[config.mk]
export PLATFORM = sky130hd
export DESIGN_NAME = mem_lsu
export DESIGN_NICKNAME = d
export VERILOG_FILES = /design/src/rtl/lsu_pkg.sv /design/src/rtl/lsu_wbuf.sv /design/src/rtl/mem_lsu.sv
export SDC_FILE = /design/constraint.sdc
export NUM_CORES = 1
export LEC_CHECK = 0
export CAP_MARGIN = 20
export CORE_MARGIN = 4
export CORE_UTILIZATION = 26
export CTS_CLUSTER_DIAMETER = 30
export DETAILED_ROUTE_END_ITERATION = 12
export PLACE_DENSITY = 0.56
export SLEW_MARGIN = 15
export SYNTH_ARGS = -nofsm -noshare
export SYNTH_HDL_FRONTEND = slang
export SYNTH_SLANG_ARGS = --single-unit
[constraint.sdc]
create_clock -name clk -period 6 [get_ports clk]
set_clock_uncertainty 0.05 [all_clocks]
set_input_delay 1.5 -clock clk [delete_from_list [all_inputs] [get_ports clk]]
set_output_delay 1.5 -clock clk [all_outputs]
set_load 0.005 [all_outputs]
[src/rtl/lsu_pkg.sv]
// Shared definitions for the MEM-stage load/store unit: opcodes, access sizes,
// FSM states, the write-buffer entry layout and lane/extension helpers.
package lsu_pkg;

   // MIPS memory opcodes as they appear in the MEM stage
   localparam logic [5:0] OP_LB  = 6'b100000;
   localparam logic [5:0] OP_LH  = 6'b100001;
   localparam logic [5:0] OP_LW  = 6'b100011;
   localparam logic [5:0] OP_LBU = 6'b100100;
   localparam logic [5:0] OP_LHU = 6'b100101;
   localparam logic [5:0] OP_SB  = 6'b101000;
   localparam logic [5:0] OP_SH  = 6'b101001;
   localparam logic [5:0] OP_SW  = 6'b101011;

   // Bus access size encodings
   localparam logic [1:0] SZ_BYTE = 2'd0;
   localparam logic [1:0] SZ_HALF = 2'd1;
   localparam logic [1:0] SZ_WORD = 2'd2;

   typedef enum logic [2:0] {
      ST_IDLE    = 3'd0,
      ST_WB_REQ  = 3'd1,
      ST_WB_WAIT = 3'd2,
      ST_RD_REQ  = 3'd3,
      ST_RD_WAIT = 3'd4,
      ST_RD_DROP = 3'd5
   } lsu_state_e;

   // One posted store, already lane-positioned
   typedef struct packed {
      logic [31:0] addr;
      logic [1:0]  size;
      logic [3:0]  wstrb;
      logic [31:0] data;
   } wb_entry_t;

   function automatic logic is_load(input logic [5:0] op);
      return (op == OP_LB) || (op == OP_LH) || (op == OP_LW) ||
             (op == OP_LBU) || (op == OP_LHU);
   endfunction

   function automatic logic is_store(input logic [5:0] op);
      return (op == OP_SB) || (op == OP_SH) || (op == OP_SW);
   endfunction

   function automatic logic [1:0] op_size(input logic [5:0] op);
      logic [1:0] sz;
      case (op)
         OP_LB, OP_LBU, OP_SB: sz = SZ_BYTE;
         OP_LH, OP_LHU, OP_SH: sz = SZ_HALF;
         default:              sz = SZ_WORD;
      endcase
      return sz;
   endfunction

   function automatic logic is_aligned(input logic [1:0] size, input logic [1:0] off);
      logic ok;
      case (size)
         SZ_HALF: ok = ~off[0];
         SZ_WORD: ok = (off == 2'b00);
         default: ok = 1'b1;
      endcase
      return ok;
   endfunction

   function automatic logic [3:0] lane_strb(input logic [1:0] size, input logic [1:0] off);
      logic [3:0] s;
      case (size)
         SZ_BYTE: s = 4'b0001 << off;
         SZ_HALF: s = off[1] ? 4'b1100 : 4'b0011;
         default: s = 4'b1111;
      endcase
      return s;
   endfunction

   // Replicate right-aligned store data so every enabled lane carries it
   function automatic logic [31:0] lane_data(input logic [1:0] size, input logic [31:0] wdata);
      logic [31:0] d;
      case (size)
         SZ_BYTE: d = {4{wdata[7:0]}};
         SZ_HALF: d = {2{wdata[15:0]}};
         default: d = wdata;
      endcase
      return d;
   endfunction

   // Select the addressed byte/half of a read word and extend it per opcode
   function automatic logic [31:0] load_ext(input logic [5:0] op, input logic [1:0] off,
                                            input logic [31:0] rdata);
      logic [7:0]  b;
      logic [15:0] h;
      logic [31:0] r;
      case (off)
         2'd0:    b = rdata[7:0];
         2'd1:    b = rdata[15:8];
         2'd2:    b = rdata[23:16];
         default: b = rdata[31:24];
      endcase
      h = off[1] ? rdata[31:16] : rdata[15:0];
      case (op)
         OP_LB:   r = {{24{b[7]}}, b};
         OP_LBU:  r = {24'h000000, b};
         OP_LH:   r = {{16{h[15]}}, h};
         OP_LHU:  r = {16'h0000, h};
         default: r = rdata;
      endcase
      return r;
   endfunction

endpackage

[src/rtl/lsu_wbuf.sv]
// Posted write buffer: synchronous FIFO with power-of-two depth. A pop and a
// push in the same cycle are both honoured even when the FIFO is full.
module lsu_wbuf #(
   parameter int DEPTH = 4,
   parameter int W     = 70
) (
   input  logic         clk,
   input  logic         rst,
   input  logic         push_i,
   input  logic [W-1:0] push_data_i,
   input  logic         pop_i,
   output logic         full_o,
   output logic         empty_o,
   output logic [W-1:0] head_o
);

   localparam int              PW       = $clog2(DEPTH);
   localparam int              MASK_INT = DEPTH - 1;
   localparam logic [PW-1:0]   PTR_MASK = MASK_INT[PW-1:0];
   localparam logic [PW:0]     CNT_FULL = DEPTH[PW:0];

   logic [W-1:0]  mem_q [DEPTH];
   logic [PW-1:0] wr_ptr_q, wr_ptr_d;
   logic [PW-1:0] rd_ptr_q, rd_ptr_d;
   logic [PW:0]   count_q, count_d;
   logic          do_push, do_pop;

   assign full_o  = (count_q == CNT_FULL);
   assign empty_o = (count_q == '0);
   assign head_o  = mem_q[rd_ptr_q];

   // Next pointer/occupancy, wrapping pointers by masking to the depth
   always_comb begin
      do_pop   = pop_i & ~empty_o;
      do_push  = push_i & (~full_o | do_pop);
      wr_ptr_d = wr_ptr_q;
      rd_ptr_d = rd_ptr_q;
      count_d  = count_q;
      if (do_push) begin
         wr_ptr_d = (wr_ptr_q + 1'b1) & PTR_MASK;
      end else begin
         wr_ptr_d = wr_ptr_q;
      end
      if (do_pop) begin
         rd_ptr_d = (rd_ptr_q + 1'b1) & PTR_MASK;
      end else begin
         rd_ptr_d = rd_ptr_q;
      end
      case ({do_push, do_pop})
         2'b10:   count_d = count_q + 1'b1;
         2'b01:   count_d = count_q - 1'b1;
         default: count_d = count_q;
      endcase
   end

   // Pointer and occupancy registers
   always_ff @(posedge clk) begin
      if (rst) begin
         wr_ptr_q <= '0;
         rd_ptr_q <= '0;
         count_q  <= '0;
      end else begin
         wr_ptr_q <= wr_ptr_d;
         rd_ptr_q <= rd_ptr_d;
         count_q  <= count_d;
      end
   end

   // Entry storage; contents are don't-care until written
   always_ff @(posedge clk) begin
      if (do_push) begin
         mem_q[wr_ptr_q] <= push_data_i;
      end
   end

endmodule

[src/rtl/mem_lsu.sv]
// MEM-stage load/store unit: alignment checks, posted store buffer, a single
// outstanding request/acknowledge bus transaction and pipeline stall control.
module mem_lsu
   import lsu_pkg::*;
#(
   parameter int WB_DEPTH = 4,
   parameter int ADDR_W   = 32
) (
   input  logic              clk,
   input  logic              rst,
   input  logic              mem_valid,
   input  logic [5:0]        mem_op,
   input  logic [31:0]       mem_aluout,
   input  logic [31:0]       mem_wdata,
   input  logic              flush,
   output logic              mem_stall,
   output logic [31:0]       mem_result,
   output logic              mem_rvalid,
   output logic              adel,
   output logic              ades,
   output logic [31:0]       bad_addr,
   output logic              data_req,
   output logic              data_wr,
   output logic [1:0]        data_size,
   output logic [ADDR_W-1:0] data_addr,
   output logic [3:0]        data_wstrb,
   output logic [31:0]       data_wdata,
   input  logic              data_addr_ok,
   input  logic              data_data_ok,
   input  logic [31:0]       data_rdata
);

   localparam int EW = $bits(wb_entry_t);

   lsu_state_e          state_q, state_d;
   logic [31:0]         bus_addr_q, bus_addr_d;
   logic [1:0]          bus_size_q, bus_size_d;
   logic [3:0]          bus_strb_q, bus_strb_d;
   logic [31:0]         bus_wdata_q, bus_wdata_d;
   logic [5:0]          rd_op_q, rd_op_d;
   logic [1:0]          rd_off_q, rd_off_d;

   logic                acc_ld, acc_st, acc_aligned;
   logic [1:0]          acc_size;
   logic                load_ok, store_ok;
   logic                wb_push, wb_pop, wb_full, wb_empty;
   wb_entry_t           push_entry, head_entry;
   logic [EW-1:0]       head_raw;
   logic [ADDR_W+31:0]  addr_ext;

   // Decode of the instruction currently in MEM
   assign acc_ld      = is_load(mem_op);
   assign acc_st      = is_store(mem_op);
   assign acc_size    = op_size(mem_op);
   assign acc_aligned = is_aligned(acc_size, mem_aluout[1:0]);

   // Alignment exceptions are reported combinationally to CP0 in this stage
   assign adel     = mem_valid & acc_ld & ~acc_aligned;
   assign ades     = mem_valid & acc_st & ~acc_aligned;
   assign bad_addr = (adel | ades) ? mem_aluout : 32'h0000_0000;

   assign load_ok  = mem_valid & ~flush & acc_ld & acc_aligned;
   assign store_ok = mem_valid & ~flush & acc_st & acc_aligned;

   // A completed write response retires the head entry, freeing a slot this cycle
   assign wb_pop     = (state_q == ST_WB_WAIT) & data_data_ok;
   assign wb_push    = store_ok & (~wb_full | wb_pop);
   assign mem_rvalid = (state_q == ST_RD_WAIT) & data_data_ok & ~flush;
   assign mem_stall  = (load_ok & ~mem_rvalid) | (store_ok & wb_full & ~wb_pop);
   assign mem_result = mem_rvalid ? load_ext(rd_op_q, rd_off_q, data_rdata) : 32'h0000_0000;

   assign push_entry.addr  = mem_aluout;
   assign push_entry.size  = acc_size;
   assign push_entry.wstrb = lane_strb(acc_size, mem_aluout[1:0]);
   assign push_entry.data  = lane_data(acc_size, mem_wdata);
   assign head_entry       = wb_entry_t'(head_raw);

   lsu_wbuf #(
      .DEPTH (WB_DEPTH),
      .W     (EW)
   ) u_wbuf (
      .clk         (clk),
      .rst         (rst),
      .push_i      (wb_push),
      .push_data_i (push_entry),
      .pop_i       (wb_pop),
      .full_o      (wb_full),
      .empty_o     (wb_empty),
      .head_o      (head_raw)
   );

   // Bus signals come only from registered state so they stay put until accepted
   assign addr_ext   = {{ADDR_W{1'b0}}, bus_addr_q};
   assign data_req   = (state_q == ST_WB_REQ) | (state_q == ST_RD_REQ);
   assign data_wr    = (state_q == ST_WB_REQ);
   assign data_size  = bus_size_q;
   assign data_addr  = addr_ext[ADDR_W-1:0];
   assign data_wstrb = bus_strb_q;
   assign data_wdata = bus_wdata_q;

   // Next-state and bus-field capture; stores drain before any load is issued
   always_comb begin
      state_d     = state_q;
      bus_addr_d  = bus_addr_q;
      bus_size_d  = bus_size_q;
      bus_strb_d  = bus_strb_q;
      bus_wdata_d = bus_wdata_q;
      rd_op_d     = rd_op_q;
      rd_off_d    = rd_off_q;
      case (state_q)
         ST_IDLE: begin
            if (!wb_empty) begin
               state_d     = ST_WB_REQ;
               bus_addr_d  = (head_entry.size == SZ_WORD) ?
                             {head_entry.addr[31:2], 2'b00} : head_entry.addr;
               bus_size_d  = head_entry.size;
               bus_strb_d  = head_entry.wstrb;
               bus_wdata_d = head_entry.data;
            end else if (load_ok) begin
               state_d     = ST_RD_REQ;
               bus_addr_d  = (acc_size == SZ_WORD) ?
                             {mem_aluout[31:2], 2'b00} : mem_aluout;
               bus_size_d  = acc_size;
               bus_strb_d  = 4'b0000;
               bus_wdata_d = 32'h0000_0000;
               rd_op_d     = mem_op;
               rd_off_d    = mem_aluout[1:0];
            end else begin
               state_d = ST_IDLE;
            end
         end
         ST_WB_REQ: begin
            if (data_addr_ok) begin
               state_d = ST_WB_WAIT;
            end else begin
               state_d = ST_WB_REQ;
            end
         end
         ST_WB_WAIT: begin
            if (data_data_ok) begin
               state_d = ST_IDLE;
            end else begin
               state_d = ST_WB_WAIT;
            end
         end
         ST_RD_REQ: begin
            if (data_addr_ok) begin
               // A flushed load already accepted must still consume its response
               state_d = flush ? ST_RD_DROP : ST_RD_WAIT;
            end else if (flush) begin
               state_d = ST_IDLE;
            end else begin
               state_d = ST_RD_REQ;
            end
         end
         ST_RD_WAIT: begin
            if (data_data_ok) begin
               state_d = ST_IDLE;
            end else if (flush) begin
               state_d = ST_RD_DROP;
            end else begin
               state_d = ST_RD_WAIT;
            end
         end
         ST_RD_DROP: begin
            if (data_data_ok) begin
               state_d = ST_IDLE;
            end else begin
               state_d = ST_RD_DROP;
            end
         end
         default: begin
            state_d = ST_IDLE;
         end
      endcase
   end

   // FSM state and captured transaction registers
   always_ff @(posedge clk) begin
      if (rst) begin
         state_q     <= ST_IDLE;
         bus_addr_q  <= 32'h0000_0000;
         bus_size_q  <= 2'b00;
         bus_strb_q  <= 4'b0000;
         bus_wdata_q <= 32'h0000_0000;
         rd_op_q     <= 6'b000000;
         rd_off_q    <= 2'b00;
      end else begin
         state_q     <= state_d;
         bus_addr_q  <= bus_addr_d;
         bus_size_q  <= bus_size_d;
         bus_strb_q  <= bus_strb_d;
         bus_wdata_q <= bus_wdata_d;
         rd_op_q     <= rd_op_d;
         rd_off_q    <= rd_off_d;
      end
   end

endmodule

After elaboration in Yosys (flattened, before gate mapping)
Memory sizes are Yosys's and may differ from the RTL's. A register that Yosys moved wholly into a read port is not among the register bits. Index checks and enable logic that the tools add are counted.

Bits in registers: 88. Latch bits: 0. Bits in writable memories: 280. ROM bits: 0. Bits of input ports: 108. Output and inout bits: 140. Logic and storage cells: 123. Memories: 1.

Memories: u_wbuf.mem_q (depth 4, width 70, rd ports 1, clocked after memory_dff 1, write ports 1, RTL line lsu_wbuf.sv:22) `logic [W-1:0] mem_q [DEPTH];`.

Add/subtract/negate cells: 4. $mul: 0. Div/mod/pow operators: 0. Order comparisons: 0. Eq/ne operators: 26. Shifts and indexed selects: 1. Muxes and demuxes: 35. Bitwise gates (word level): 30. Reduce and logical (&&, ||, !) cells: 16.

Operators by type and width (number): 2-to-1 mux 32 bit (6); one-hot mux 32 bit (4 select lines) (1); equality test 6 bit (second input constant) (12); one-hot mux 32 bit (2 select lines) (1); one-hot mux 8 bit (3 select lines) (1); 2-to-1 mux 2 bit (11); bitwise AND 1 bit (18); one-hot mux 3 bit (6 select lines) (1); 2-to-1 mux 16 bit (1); 2-to-1 mux 4 bit (3); equality test 3 bit (second input constant) (3); 2-to-1 mux 3 bit (3); equality test 2 bit (second input constant) (4); one-hot mux 4 bit (2 select lines) (1); NOT 1 bit (7); equality test 2 x 1 -> 1 bit (second input constant) (3); equality test 3 x 2 -> 1 bit (second input constant) (2); logical NOT 2 bit (3); logical NOT 3 bit (2); logical OR 1 bit (6); one-hot mux 3 bit (2 select lines) (1); OR reduction 3 bit (2); bitwise OR 1 bit (5); adder 2 x 1 -> 2 bit (second input constant) (2); 11 further kinds (13).

Depth between registers and ports, before layout
Word-level depth: 10. Depth in mapped cells: 11. Gate-level depth less buffers: 10.

Modules after synthesis
A second synthesis with hierarchy kept.

Cell total of the unflattened synthesis: 1106. Area total of the unflattened synthesis: 15831.4 sq um.

Modules (own cells, without submodules): lsu_wbuf (instances 1, cells an instance 420, area each 10660.2 sq um, seq. area each 8588.2 sq um); mem_lsu (instances 1, cells an instance 686, area each 5171.2 sq um, seq. area each 1621.6 sq um).

Worst setup path before layout
Ideal clock, no wire load.

Path type: input to register. From: input port mem_op[1]. To: memory u_wbuf.mem_q[0][0], enable pin. Library setup time: 436 ps. Arrival: 4145 ps. Data required time: 5514 ps. Path slack: 1370 ps. Stages on the path: 4. Buffers on the path: 0. Cells stage by stage: nor3b_2 a31oi_2 nor4b_2 and2_1.

Cells in the longest elaborated chain, start to end: 10. Elaborated cells between the ends (all ways): 21. Classes of those cells: 9 x eq/ne; 4 x mux; 4 x bitwise; 4 x reduce/logical.

Ends and longest elaborated chain: start, declared (RTL line mem_lsu.sv:12) `input logic [5:0] mem_op,`; equality test 6 bit, on equally long branches (RTL line lsu_pkg.sv:48, lsu_pkg.sv:43); OR reduction 3 bit (RTL line lsu_pkg.sv:48) `case (op)`; one-hot mux 2 bit (2 select lines) (RTL line lsu_pkg.sv:48); equality test 2 bit or equality test 2 x 1 -> 1 bit (tied branches) (RTL line lsu_pkg.sv:58) `case (size)`; one-hot mux 1 bit (2 select lines) (RTL line lsu_pkg.sv:58); bitwise AND 1 bit (*) (RTL line mem_lsu.sv:63) `assign store_ok = mem_valid & ~flush & acc_st & acc_aligned;`; bitwise AND 1 bit (*) (RTL line mem_lsu.sv:67) `assign wb_push = store_ok & (~wb_full | wb_pop);`; bitwise AND 1 bit (*) (RTL line lsu_wbuf.sv:35) `do_push = push_i & (~full_o | do_pop);`; 2-to-1 mux 1 bit (*) (RTL line lsu_wbuf.sv:71) `if (do_push) begin`; 2-to-1 mux 1 bit (not written as such) (*) (RTL line lsu_wbuf.sv:72) `mem_q[wr_ptr_q] <= push_data_i;`; end, declared (RTL line lsu_wbuf.sv:22).

Mark *: on every way between the ends. The rest lies on a longest branch, timed or not.

Worst setup path after layout
From: input port mem_op[0]. To: output port bad_addr[16].

Cells in the longest elaborated chain, start to end: 9. Elaborated cells between the ends (all ways): 27. Classes of those cells: 10 x eq/ne; 3 x mux; 6 x bitwise; 8 x reduce/logical.

Ends and longest elaborated chain: equality test 6 bit, on equally long branches; OR reduction 3 bit or logical OR 1 bit (tied branches) (RTL line lsu_pkg.sv:48, lsu_pkg.sv:38); one-hot mux 2 bit (2 select lines) or logical OR 1 bit (tied branches) (RTL line lsu_pkg.sv:48, lsu_pkg.sv:38); equality test 2 bit (tied with other cells) (RTL line lsu_pkg.sv:58); one-hot mux 1 bit (2 select lines) or logical OR 1 bit (tied branches) (RTL line lsu_pkg.sv:58, lsu_pkg.sv:39); NOT 1 bit or bitwise AND 1 bit (tied branches) (RTL line mem_lsu.sv:58, mem_lsu.sv:59); bitwise AND 1 bit, on equally long branches (RTL line mem_lsu.sv:58, mem_lsu.sv:59); bitwise OR 1 bit (*) (RTL line mem_lsu.sv:60) `assign bad_addr = (adel | ades) ? mem_aluout : 32'h0000_0000;`; 2-to-1 mux 32 bit (*) (RTL line mem_lsu.sv:60); end, declared (RTL line mem_lsu.sv:21) `output logic [31:0] bad_addr,`.

Marked as above.

==> out/qor.yml <==
logic_synthesis:
  ys_ff_latch: 370
  netlist_instances: 1084
  synth_most_common_cell: "edfxtp_1"
  synth_top_area_share_pct: 55.1
  ys_async_sr_fraction_pct: 0
  netlist_top_cells_count: "edfxtp_1, nand2_1, dfxtp_1"
  yosys-top-cells-area: "edfxtp_1, dfxtp_1, mux4_2"
  synth-main-ff-cell: "edfxtp_1"
  yosys_warnings: 0
  syn_area_um2: 15200
  synth_top_cell_by_area: "edfxtp_1"
  synth_edf_count: 280
  syn-num-nets: 1199
  syn_area_per_cell_um2: 14.1
  ys_seq_area_share_pct: 67.0
  ys_types: 48
die:
  die-area_um2: 62600
  core-area_um2: 57900
  die_x_um: 250
  die_h_um: 250
  start_util_pct: 26.3
  rows: 88
  num_io_pins: 248
worst_setup_path:
  endpoint_kind: "output port"
  worstPathArrival_ns: 3.88
  worstPathRequired_ns: 4.45
  critPathMaxStageDelay_ns: 0.69
  crit_slowest_cell: "clkdlybuf4s50_1"
  crit_fanout: 32
  worstSetupPathType: "input pin to output port"
  r2r_cells: 6
  reg2reg_to: "data_addr[29]"
  reg2reg_from: "u_wbuf.count_q[0]"
  cp_common_cell: "clkdlybuf4s50_1"
  crit_chain: "clkdlybuf4s50_1 -> nor2b_1 -> o21ai_1 -> a21oi_4 -> buf_4 -> and2_1 -> clkdlybuf4s50_1"
  reg2reg_setup_slack_ns: 2.45
  start_kind: "input pin"
clocking:
  ctsResizeCount: 0
  htreeDepth: 3
  cts_tree: "yes"
  ctsHoldBuffers: 0
  cts_sinks: 370
  cts_buffer_depth: 3
  post_cts_buffers: 0
  clkSlewWorstSetupHoldPaths_ns: 0.04
  clk_latency_ns: 0.59
  clk_root_buffer_cell: "clkbuf_16"
  cts_buffers: 80
placement:
  hpwl_um: 26600
  gp_congestion: 0.829
  dp_cells: 2043
  port_buffers: 247
route:
  wl_per_cell_um: 20.1
  drc: 0
  vias: 10300
  wl_met1_um: 19100
  met2_length_um: 21800
  maxUsedRoutingLayer: "met4"
  viasPerCell: 4.68
  drt-initial-drc-count: 688
  firstDrtPassIters: 5
  drtAntennaViolNets: 0
  wl_um: 44000
  met3_wirelength_um: 2190
finish:
  nFillCells: 5557
  drive_above_1_share_pct: 18.0
  area_growth_pct: 40.0
  final_cells: 2192
  multi_input_area_um2: 4690
  final_net_count: 1475
  seq_area_um2: 10200
worst_hold_path:
  hold_depth: 2
  min_path_type: "flop to flop"
  min_from: "data_wstrb[1]"
  hold_end: "data_wstrb[1]"
global_routing:
  grt_antenna_before_repair: 1
  grt_util_all_layers_pct: 13.8
  grt_pass1_vias: 10800
  grt_pass1_wl_um: 66800
  grt_max_degree: 69
  overflow: 0
timing:
  maxSlewViolCount: 0
  finalSetupViolCount: 0
  worst_pin_slew_ns: 1.01
  min_period_over_period_pct: 90.4
  finalHoldViolations: 0
  fin_crit_ns: 5.43
  rsz0062_at_grt: "false"
  max_freq_ghz: 0.184
  slew_headroom_pct: 32.2
  setup_tns_ns: 0
pwr:
  p_per_area_nw_per_um2: 344
  max-vdd-ir-drop_v: 0.000187
  leakagePower_nw: 7.04
outcome:
  outcome: "completed"
run:
  cap_viol_max_count: 0
[sequential cells by signal, indices dropped and copies added (netlist names), named ones only]
signal	cells
data_addr	32
u_wbuf.mem_q	280
data_wstrb	4
rd_off_q	2
data_wdata	32
rd_op_q	6
u_wbuf.rd_ptr_q	2
state_q	3
data_size	2
u_wbuf.wr_ptr_q	2
u_wbuf.count_q	3
[worst max path at each step]
stage | cells after the start | endpoint | startpoint
6_report | 7 | bad_addr[16] | mem_op[0]
5_1_grt | 7 | bad_addr[16] | mem_op[0]
4_1_cts | 7 | bad_addr[16] | mem_op[0]
3_5_place_dp | 7 | bad_addr[16] | mem_op[0]
3_3_place_gp | 7 | bad_addr[15] | mem_op[0]
2_1_floorplan | 4 | u_wbuf.mem_q[0][0] | mem_op[1]
[cells by family (layout without fill, tap and decap cells)]
family | count (synthesis) | in the layout | synth area share [%]
DFF | 370 | 370 | 67.0
and+or+nand+nor | 360 | 360 | 10.7
AOI/OAI and AO/OA | 153 | 153 | 6.29
muxes | 102 | 102 | 12.6
buffers and inverters | 87 | 429 | 2.55
adders and majority gates | 7 | 7 | 0.624
xor gates and xnor gates | 5 | 5 | 0.287
other | 0 | 1 | 0
[report_power, final]
group / switching, mW / total, mW / internal (mW)
registers: 0.00251 / 2.77 / 2.76
clock network: 1.38 / 4.36 / 2.98
logic: 0.113 / 0.215 / 0.101
[per-layer routing]
| metal | vias to the layer above | GRT usage, % |
|---|---|---|
| met5 | - | 0 |
| met4 | 0 | 5.12 |
| met3 | 56 | 2.94 |
| met2 | 292 | 23.5 |
| met1 | 5240 | 17.4 |
| li1 | 4677 | - |
[per-stage QoR]
stage	power (mW)	hold WS (ns)	setup slack [ns]	util, %	instance area [µm²]
2_1_floorplan	2.88	0.414	1.37	-	15200
3_3_place_gp	3.02	0.405	0.582	32.1	18600
3_5_place_dp	3.03	0.409	0.517	32.1	18600
4_1_cts	7.44	0.415	0.515	36.9	21300
5_1_grt	7.60	0.423	0.380	36.9	21300
6_report	7.34	0.412	0.574	36.9	21300
[layout by cell type, fill, tap and decap left out, drive strengths merged, types with 30 or more instances in the layout]
cell,Yosys,routed
o21ai,30,30
clkdlybuf4s50,0,246
dfxtp,90,90
nand3,47,47
clkbuf,38,98
a311oi,33,33
edfxtp,280,280
nor2,66,66
a21oi,73,73
nand2,175,175
clkinv,1,31
mux4,70,70
and2,38,38
[cell type report]
class	count	area share, %
diodes	1	0.0117
clock buffers	98	10.1
clock inverters	50	2.81
inverters	12	0.211
multi-input cells	627	22.0
flip-flops and latches	370	47.9
well taps	765	4.48
repair buffers	269	12.6
[worst max-delay path: cells and delay by family]
kind                   cells  cell delay (ns)
buffers and inverters      3             1.51
AO/OA/AOI/OAI              2             0.40
AND/OR/NAND/NOR            2             0.41
(Power assumes the default switching activity.)
